File: config.mk
export PLATFORM = sky130hd
export DESIGN_NAME = queue_access_arbiter
export DESIGN_NICKNAME = d
export VERILOG_FILES = /design/src/rtl/qarb_pkg.sv /design/src/rtl/qarb_rr_pick.sv /design/src/rtl/queue_access_arbiter.sv
export SDC_FILE = /design/constraint.sdc
export NUM_CORES = 1
export LEC_CHECK = 0
export ABC_AREA = 1
export ABC_CLOCK_PERIOD_IN_PS = 1900
export BUFFER_PORTS_ARGS = -buffer_cell sky130_fd_sc_hd__buf_2
export CAP_MARGIN = 0
export CORE_MARGIN = 5
export CORE_UTILIZATION = 45
export CTS_BUF_LIST = sky130_fd_sc_hd__clkbuf_4
export CTS_CLUSTER_SIZE = 24
export DETAILED_ROUTE_END_ITERATION = 12
export GPL_TIMING_DRIVEN = 0
export PLACE_DENSITY = 0.75
export SYNTH_ARGS = -nofsm -noshare
export SYNTH_HDL_FRONTEND = slang
export SYNTH_SLANG_ARGS = --single-unit
File: constraint.sdc
create_clock -name clk -period 1.9 [get_ports clk]
set_clock_uncertainty 0.1 [all_clocks]
set_input_delay 0.285 -clock clk [delete_from_list [all_inputs] [get_ports clk]]
set_output_delay 0.285 -clock clk [all_outputs]
set_load 0.02 [all_outputs]
File: src/rtl/qarb_pkg.sv
// Shared types and constants for the two-requester queue access arbiter.
// The build option QARB_FIXED_PRIO_EN is consumed by qarb_rr_pick.
package qarb_pkg;

    typedef enum logic [1:0] {
        IDLE  = 2'd0,
        ISSUE = 2'd1,
        WAIT  = 2'd2,
        DONE  = 2'd3
    } qarb_state_t;

    localparam logic CMD_PUSH = 1'b1;
    localparam logic CMD_POP  = 1'b0;

    function automatic int unsigned qarb_depth(input int unsigned addr_width);
        return 32'd1 << addr_width;
    endfunction

endpackage

File: src/rtl/qarb_rr_pick.sv
// Two-way request picker: round-robin by default, fixed priority (req0 first)
// when QARB_FIXED_PRIO_EN is defined.
module qarb_rr_pick (
    input  logic [1:0] i_req,
    input  logic       i_ptr,
    input  logic       i_advance,
    output logic [1:0] o_grant,
    output logic       o_ptr_next
);

`ifdef QARB_FIXED_PRIO_EN
    logic w_unused_rr;

    always_comb begin
        o_grant = 2'b00;
        if (i_req[0]) begin
            o_grant = 2'b01;
        end else if (i_req[1]) begin
            o_grant = 2'b10;
        end
    end

    assign o_ptr_next  = 1'b0;
    assign w_unused_rr = ^{i_ptr, i_advance};
`else
    always_comb begin
        o_grant = 2'b00;
        case (i_req)
            2'b01:   o_grant = 2'b01;
            2'b10:   o_grant = 2'b10;
            2'b11:   o_grant = i_ptr ? 2'b10 : 2'b01;
            default: o_grant = 2'b00;
        endcase
    end

    // After a grant the pointer names the requester that did not win.
    assign o_ptr_next = (i_advance && (|i_req)) ? o_grant[0] : i_ptr;
`endif

endmodule

File: src/rtl/queue_access_arbiter.sv
// Shares one RAM-queue command port between two requesters via req/gnt/done,
// mirroring occupancy to reject impossible ops. Option: QARB_FIXED_PRIO_EN.
module queue_access_arbiter
    import qarb_pkg::*;
#(
    parameter int DATA_WIDTH = 6,
    parameter int ADDR_WIDTH = 4
) (
    input  logic                  clk,
    input  logic                  rst,
    input  logic                  req0,
    input  logic                  req1,
    input  logic                  cmd0,
    input  logic                  cmd1,
    input  logic [DATA_WIDTH-1:0] din0,
    input  logic [DATA_WIDTH-1:0] din1,
    output logic                  gnt0,
    output logic                  gnt1,
    output logic                  done0,
    output logic                  done1,
    output logic [DATA_WIDTH-1:0] rsp_data,
    output logic                  rsp_err,
    output logic                  q_active,
    output logic                  q_cmd,
    output logic [DATA_WIDTH-1:0] q_data_in,
    input  logic [DATA_WIDTH-1:0] q_data_out,
    input  logic                  q_overflow,
    input  logic                  q_underflow,
    output logic [ADDR_WIDTH:0]   count,
    output logic                  busy
);

    localparam int          CW    = ADDR_WIDTH + 1;
    localparam int unsigned DEPTH = qarb_depth(ADDR_WIDTH);

    qarb_state_t           r_state;
    qarb_state_t           w_state_next;
    logic                  r_ptr;
    logic [1:0]            r_owner;
    logic                  r_cmd;
    logic [DATA_WIDTH-1:0] r_din;
    logic                  r_legal;
    logic [CW-1:0]         r_count;
    logic [DATA_WIDTH-1:0] r_rsp_data;
    logic                  r_rsp_err;

    logic [1:0]            w_req;
    logic [1:0]            w_grant;
    logic                  w_ptr_next;
    logic                  w_advance;
    logic                  w_legal;
    logic                  w_op_err;

    assign w_req     = {req1, req0};
    assign w_advance = (r_state == IDLE) && (|w_req);

    qarb_rr_pick u_pick (
        .i_req      (w_req),
        .i_ptr      (r_ptr),
        .i_advance  (w_advance),
        .o_grant    (w_grant),
        .o_ptr_next (w_ptr_next)
    );

    // Legality is judged against the mirrored occupancy, which only moves at the end of WAIT.
    assign w_legal  = (r_cmd == CMD_PUSH) ? (r_count < CW'(DEPTH)) : (r_count != '0);
    assign w_op_err = !r_legal || q_overflow || q_underflow;

    always_comb begin
        w_state_next = r_state;
        case (r_state)
            IDLE:    if (|w_req) w_state_next = ISSUE;
            ISSUE:   w_state_next = WAIT;
            WAIT:    w_state_next = DONE;
            DONE:    w_state_next = IDLE;
            default: w_state_next = IDLE;
        endcase
    end

    always_ff @(posedge clk) begin
        if (rst) begin
            r_state    <= IDLE;
            r_ptr      <= 1'b0;
            r_owner    <= 2'b00;
            r_cmd      <= 1'b0;
            r_din      <= '0;
            r_legal    <= 1'b0;
            r_count    <= '0;
            r_rsp_data <= '0;
            r_rsp_err  <= 1'b0;
        end else begin
            r_state <= w_state_next;
            r_ptr   <= w_ptr_next;
            case (r_state)
                IDLE: begin
                    if (|w_req) begin
                        r_owner <= w_grant;
                        r_cmd   <= w_grant[1] ? cmd1 : cmd0;
                        r_din   <= w_grant[1] ? din1 : din0;
                    end
                end
                ISSUE: begin
                    r_legal <= w_legal;
                end
                WAIT: begin
                    r_rsp_err <= w_op_err;
                    if (!w_op_err) begin
                        if (r_cmd == CMD_PUSH) begin
                            r_count <= r_count + CW'(1);
                        end else begin
                            r_count    <= r_count - CW'(1);
                            r_rsp_data <= q_data_out;
                        end
                    end
                end
                DONE: begin
                    r_owner <= 2'b00;
                end
                default: begin
                    r_owner <= 2'b00;
                end
            endcase
        end
    end

    assign gnt0      = r_owner[0];
    assign gnt1      = r_owner[1];
    assign done0     = (r_state == DONE) && r_owner[0];
    assign done1     = (r_state == DONE) && r_owner[1];
    assign q_active  = (r_state == ISSUE) && w_legal;
    assign q_cmd     = r_cmd;
    assign q_data_in = r_din;
    assign rsp_data  = r_rsp_data;
    assign rsp_err   = r_rsp_err;
    assign count     = r_count;
    assign busy      = (r_state != IDLE);

endmodule
; ---- Word level (Yosys, flattened, before mapping)
; Index checks and enable logic that the tools add are counted.
; Widths: inputs -> output; s select.
[word_totals]
register_bits = 25
latch_bits = 0
ramBits = 0
rom_bits = 0
input_bits = 26
out_inout_bits = 25
word_cells = 48
n_memories = 0
[op_classes]
add_sub_neg = 2
mul = 0
div = 0
order_cmp = 1
eq_ne = 7
shifts = 0
mux = 10
n_bitwise = 2
reduce_logical = 17
[ops]
columns = cell, n
row1 = $eq 2x2->1 const B, 4
row2 = $pmux 2 s4, 1
row3 = $mux 2, 3
row4 = $mux 6, 1
row5 = $pmux 2 s3, 1
row6 = $reduce_and 2->1, 3
row7 = $add 5x1->5 const B, 1
row8 = $logic_and 1x1->1, 5
row9 = $lt 5x5->1 const B, 1
row10 = $mux 5, 1
row11 = $reduce_bool 5->1, 1
row12 = $sub 5x1->5 const B, 1
row13 = $eq 2x1->1 const B, 2
row14 = $pmux 2 s2, 1
row15 = $reduce_bool 2->1, 2
row16 = $reduce_and 3->1, 1
row17 = $logic_not 2->1, 1
row18 = $logic_or 1x1->1, 2
row19 = $mux 1, 2
row20 = $ne 2x1->1 const B, 1
row21 = $not 1->1, 2
row22 = $reduce_or 2->1, 1
row23 = $logic_not 1->1, 1

; ---- Logic depth before layout (Yosys ltp)
; Gate-level depths: netlist of run 1.
[depth]
depth_word = 5
ltp_mapped = 10
ltp_nobuf = 10

; ---- By module
; Synthesis of run 1 repeated with hierarchy kept, for this count alone.
[unflattened]
cells_unflattened = 180
area_unflattened_um2 = 1333.8
[modules_own_cells]
columns = mod, n_inst, cells_each, area_per_inst_um2, seq_area_each_um2
row1 = queue_access_arbiter, 1, 173, 1298.7, 500.5
row2 = qarb_rr_pick, 1, 7, 35.0, 0.0

; ---- Least setup slack after synthesis of run 1
; OpenSTA, ideal clock, no wires.
[synth_path]
path_kind = reg-to-reg
start = register r_cmd, in the netlist q_cmd
end = register r_count[4], in the netlist count[4]
setup_time_ns = 0.109
t_arrival_ns = 1.547
required_time_ns = 1.691
path_slack_ns = 0.144
path_stages_with_launch = 8
n_path_buf = 0
period_less_slack_ns = 1.756
cell_sequence = dfxtp_1 > inv_1 > ha_1 > or2_2 > nand3_1 > nand3_1 > nand2_1 > inv_1
[synth_via]
elab_chain_len = 1
[synth_lines]
columns = item, line
row1 = "start, declared", queue_access_arbiter.sv:40  ; logic r_cmd;
row2 = "start signal, assigned", queue_access_arbiter.sv:98  ; r_cmd <= w_grant[1] ? cmd1 : cmd0;
row3 = $mux 5, queue_access_arbiter.sv:108  ; if (r_cmd == CMD_PUSH) begin
row4 = "end signal, assigned", queue_access_arbiter.sv:109  ; r_count <= r_count + CW'(1);
row5 = "end signal, assigned", queue_access_arbiter.sv:111  ; r_count <= r_count - CW'(1);
row6 = "end, declared", queue_access_arbiter.sv:43  ; logic [CW-1:0] r_count;
; No other way between the ends.
; A chain may end at the register's enable or synchronous reset.

; ---- Worst setup path in the final report of run 1
[layout_path]
start = register r_state[0]
end = output busy
[layout_via]
elab_chain_len = 1
[layout_lines]
columns = item, line
row1 = "start, declared", queue_access_arbiter.sv:36  ; qarb_state_t r_state;
row2 = "start signal, assigned", queue_access_arbiter.sv:92  ; r_state <= w_state_next;
row3 = $reduce_bool 2->1, queue_access_arbiter.sv:136  ; assign busy = (r_state != IDLE);
row4 = "end, declared", queue_access_arbiter.sv:30  ; output logic busy
; No other way between the ends.

==> metrics.txt, run 1 <==
MaxCap Viol Count 0; commonest cells after routing, fill and taps aside 52 x buf_2, 30 x inv_1, 28 x nand2_1; Power per Cell Area 1050 nW/um2; P_leak 0.895 nW; largest net degree at the start of global routing 14; first-pass GRT wire length 4750 um; PortBufs 49; Core ar. 2730 um2; fill cell count 268; status complete, no violations; startpoint class of the critical path flop; Worst EP arrival 1.37 ns; Slew Viols, Final 0; critical path endpoint category primary output; via/cell ratio 4.78; fraction of layout cells with a size suffix above 1 0.290; All-Layer GR Usage 0.141; sequential fraction of the synthesis area 0.394; cell area after synthesis 1270 um2; CP Class reg -> out; gr ovfl total 0; Yosys cell types 22; wire per inst 10.7 um; post-layout min period 1.75 ns; register area 502 um2; fmax 0.571 GHz; row cnt 19; slowest CP cell dfxtp_1; Final Setup Violations 0; Vias 1253; Worst-Skew Late Latency 0.31 ns; Final GP Congestion 0.790; endpoints failing hold 0; Routed Antenna Nets 0; worst-path fanout max 9; syn nets 212; Worst slew margin 0.732; die area 3980 um2; CTS tree yes; vias in the first global route 1107; io pins 51; fin crit share 0.922; Die Y 63.1 um; Tightest Hold Check Type in -> reg; Clk pin slew, worst setup/hold paths 0.13 ns; crit-path max cell delay 0.41 ns; final net count 266; drt initial violations 54; final setup margin 0.148 ns; antenna diode count 0; Area Overhead vs Synth 24.9%; Initial DRT Pass Iterations 6; Ys Warns 0; CTS H-tree depth 1; unrepaired setup endpoints after global routing false; clock sinks 25; Mapped Cells 178; final setup TNS 0 ns; critical-path cell list inv_1 > ha_1 > buf_2 > inv_1 > buf_2; initial antenna violation count 0; placed insts 258; register bit total from synthesis 25; slew at the pin closest to its max-slew limit 0.402 ns; initial core utilization 0.464; most common cell after layout, fill and taps aside buf_2; CTS Root Cell clkbuf_4; number of remaining DRC errors 0; post-route insts no fill 262; Die W 63.1 um; Bufs on Longest Clock Path 2; Post-CTS Hold Fix Bufs 0; Post-Place Worst Slack 0.144 ns; final wirelength 2800 um; CTS Buf Count 3; Final HPWL DP 2120 um; VDD IR-drop max 0.721 mV; average cell area after synthesis 7.13 um2; area of the multi-input gates 618 um2; Critical Path RT 1.51 ns
==> power by group <==
| part | internal [mW] | switching, mW |
|---|---|---|
| Clock | 0.0961 | 0.152 |
| Sequential | 0.629 | 0.0820 |
| Combinational | 0.259 | 0.439 |
==> timing repair <==
action,4_1_cts,5_1_grt
endpoints found under the setup margin,0,1
setup buffers,0,0
endpoints found under the hold margin,0,0
gates resized for setup,0,1
==> logic make-up (layout without fill, tap and decap cells) <==
logic type / Yosys count / in the layout / share of synthesized area
xor gates and xnor gates: 1 / 1 / 0.00690
DFF: 25 / 25 / 0.394
adders and majority gates: 8 / 8 / 0.0848
buffers and inverters: 37 / 90 / 0.118
AOI/OAI and AO/OA: 49 / 49 / 0.209
and+or+nand+nor: 58 / 58 / 0.186
==> layer usage <==
layer / wire length [um] / part of all wire / global-route usage
met5: 0 / 0 / 0
met2: 1180 / 0.42 / 0.203
met4: 35 / 0.013 / 0.0610
met1: 1390 / 0.50 / 0.205
met3: 191 / 0.068 / 0.0266
==> worst max-delay path, delay by kind of cell (launching register included) <==
| kind | cells | cell delay, ns |
|---|---|---|
| flip-flops | 1 | 0.41 |
| buffers and inverters | 4 | 0.46 |
| adder cells (fa/ha/maj) | 1 | 0.19 |
==> cell type report <==
class,instances,share of cell area
Multi-Input combinational cell,116,0.390
Sequential cell,25,0.317
Timing Repair Buffer,49,0.155
Inverter,33,0.0782
Tap cell,31,0.0245
Clock buffer,4,0.0190
Buffer,4,0.0166
==> state kept, by name (all words and copies together), names as in the netlist <==
name and cells:
q_cmd 1, r_legal 1, q_data_in 6, r_state 2
rsp_data 6, rsp_err 1, count 5, r_ptr 1
r_owner 2
==> path summary, 6_finish.rpt <==
kind / slack, ns / start / to / depth (start not counted)
max: 0.15 / r_state[0] / busy / 5
min: 0.09 / q_data_out[3] / rsp_data[3] / 3
max reg2reg: 0.23 / q_cmd / count[4] / 7
min reg2reg: 0.38 / r_legal / r_legal / 2
==> metrics by stage <==
stage | area (um2) | total power, mW | hold slack, ns | utilization
after floorplan | 1270 | 1.21 | 0.320 | -
after CTS | 1580 | 1.67 | 0.0844 | 0.579
after detailed placement | 1550 | 1.42 | 0.358 | 0.568
after global placement | 1550 | 1.41 | 0.351 | 0.568
after global routing | 1580 | 1.79 | 0.0840 | 0.579
final | 1580 | 1.66 | 0.0921 | 0.579
==> synth_stat cells <==
cell       n  area, um2
o221ai_1   1       8.76
dfxtp_1   25        500
xnor2_1    1       8.76
nor2_2     1       6.26
buf_2      3       15.0
inv_1     30        113
nand2_2    1       6.26
nand3_1    7       35.0
o21ai_2    2       17.5
o21ai_0   20        100
inv_2      3       11.3
a21oi_1   19       95.1
fa_1       1       20.0
nand2_1   28        105
ha_1       7       87.6
a21oi_2    1       8.76
nand4_1    1       6.26
buf_6      1       11.3
o21ai_1    4       20.0
or2_2      1       6.26
o211ai_1   2       15.0
nor2_1    19       71.3
(Power assumes the default switching activity.)
==> run 2, diff against run 1 <==
--- a/config.mk
+++ b/config.mk
@@ -6,7 +6,7 @@
 export NUM_CORES = 1
 export LEC_CHECK = 0
 export ABC_AREA = 1
-export ABC_CLOCK_PERIOD_IN_PS = 1900
+export ABC_CLOCK_PERIOD_IN_PS = 1500
 export BUFFER_PORTS_ARGS = -buffer_cell sky130_fd_sc_hd__buf_2
 export CAP_MARGIN = 0
 export CORE_MARGIN = 5
@@ -15,7 +15,7 @@
 export CTS_CLUSTER_SIZE = 24
 export DETAILED_ROUTE_END_ITERATION = 12
 export GPL_TIMING_DRIVEN = 0
-export PLACE_DENSITY = 0.75
+export PLACE_DENSITY = 0.78
 export SYNTH_ARGS = -nofsm -noshare
 export SYNTH_HDL_FRONTEND = slang
 export SYNTH_SLANG_ARGS = --single-unit
==> constraint.sdc (replaced) <==
create_clock -name clk -period 1.5 [get_ports clk]
set_clock_uncertainty 0.1 [all_clocks]
set_input_delay 0.225 -clock clk [delete_from_list [all_inputs] [get_ports clk]]
set_output_delay 0.225 -clock clk [all_outputs]
set_load 0.02 [all_outputs]
==> run 2 against run 1 <==
Compared with the run above:
- the run now ends with setup timing left
- core utilization rose by 8.9 points
- cell count rose by 4.2%
- design area is 15% higher
- critical path depth is 2 higher
==> metrics.txt, run 2 (same netlist as run 1, synthesis figures left out) <==
status finished, violations left; failing checks setup timing; die area 3980 um2; final wirelength 3190 um; placed insts 258; Initial DRT Pass Iterations 4; final setup margin -0.0679 ns; PortBufs 49; commonest cells after routing, fill and taps aside 47 x buf_2, 26 x nand2_1, 22 x inv_1; Worst-Skew Late Latency 0.32 ns; Reg2Reg Depth 7; final setup TNS -0.149 ns; fmax 0.638 GHz; Worst slew margin 0.742; initial core utilization 0.464; Post-Layout Inst Area 1830 um2; R2R setup slack -0.02 ns; fin crit share 1.05; final net count 277; CTS Root Cell clkbuf_4; post-layout min period 1.57 ns; row cnt 19; vias in the first global route 1215; Final Setup Violations 5; CP Class reg -> out; CTS tree yes; fraction of layout cells with a size suffix above 1 0.413; via/cell ratio 5.01; CTS Buf Count 3; P_leak 0.965 nW; Area Overhead vs Synth 44.1%; Worst EP arrival 1.24 ns; RR Endpoint count[4]; Bufs on Longest Clock Path 2; first-pass GRT wire length 5250 um; Slew Viols, Final 0; crit-path most repeated cell inv_2; slowest CP cell dfxtp_2; CTS H-tree depth 1; slew at the pin closest to its max-slew limit 0.388 ns; total power 2.52 mW; io pins 51; worst hold margin 0.0113 ns; number of remaining DRC errors 0; Critical Path RT 1.17 ns; WHS Path Cells 3; Vias 1367; VDD IR-drop max 1.20 mV; antenna diode count 0; wire per inst 11.7 um; All-Layer GR Usage 0.158; CP Buf/Inv Count 4; origin of the critical flop-to-flop path q_cmd; drt initial violations 41; critical-path cell list inv_2 > ha_4 > inv_2 > a21oi_2 > nand2_1 > inv_1 > buf_6; CP delay by family, top flip-flops; Die W 63.1 um; most common cell after layout, fill and taps aside buf_2; unrepaired setup endpoints after global routing true; Power per Cell Area 1380 nW/um2; critical path endpoint category primary output; post-route insts no fill 273; startpoint class of the critical path flop; largest net degree at the start of global routing 17; Layout Utilization 0.669; endpoints failing hold 0; initial antenna violation count 0; gr ovfl total 0; Final GP Congestion 0.768; clock sinks 25; crit-path max cell delay 0.36 ns; Post-Place Worst Slack -0.0883 ns; area post-placement 1560 um2; HP Start q_data_out[1]; hold endpoint rsp_data[1]; Final HPWL DP 2250 um; Clk pin slew, worst setup/hold paths 0.15 ns; worst-path fanout max 3; Die Y 63.1 um; Core ar. 2730 um2; MaxCap Viol Count 0; Tightest Hold Check Type in -> reg; Routed Antenna Nets 0
## run 2: cell count changes in the layout (fill, tap and decap cells not counted), moves of 4 or more
cell / previous run / this run
buf_2: 52 / 47
buf_4: 0 / 9
buf_6: 1 / 6
dfxtp_1: 24 / 20
ha_1: 7 / 1
ha_4: 0 / 6
inv_1: 30 / 22
inv_2: 3 / 10
o21ai_0: 20 / 16
## run 2: worst max-delay path by stage
stage                          start     endpoint  cells after the start
after floorplan                q_cmd     count[4]                      7
after global placement    r_state[0]  rsp_data[1]                      9
after detailed placement  r_state[0]  rsp_data[2]                      9
after CTS                 r_state[1]     q_active                      7
after global routing      r_state[1]     q_active                      7
final                     r_state[1]     q_active                      7
## run 2: layout make-up
| type | count | area [um2] |
|---|---|---|
| flip-flops and latches | 25 | 512 |
| inverters | 33 | 126 |
| fillers | 250 | 906 |
| plain buffers | 2 | 10.0 |
| clock buffers | 3 | 22.5 |
| clock inverters | 1 | 8.76 |
| repair buffers | 62 | 380 |
| well taps | 31 | 38.8 |
| multi-input cells | 116 | 729 |
## run 2: repair_timing
item | CTS | global route
hold endpoints to repair | 2 | 0
pin swaps | 3 | 5
resized for setup | 29 | 15
setup buffers | 8 | 3
endpoints found under the setup margin | 15 | 21
hold buffers | 2 | 0
## run 2: per-layer routing
layer	vias to the layer above	GRT usage	part of all wire
met5	-	0	0
met4	0	0.0345	0.011
met3	4	0.0568	0.078
met2	40	0.259	0.48
met1	628	0.196	0.43
li1	695	-	-
## run 2: where the power goes
part / switching [mW] / total, mW / leakage, nW / internal (mW)
sequential: 0.119 / 0.930 / 0.207 / 0.811
clock: 0.220 / 0.329 / 0.0183 / 0.109
combinational: 0.696 / 1.26 / 0.740 / 0.564
## run 2: worst register-to-register path, delay by kind of cell (launching register included)
kind / cells / cell delay, ns
adders and majority gates: 1 / 0.25
and+or+nand+nor: 4 / 0.52
DFF: 1 / 0.44
buffers and inverters: 2 / 0.13
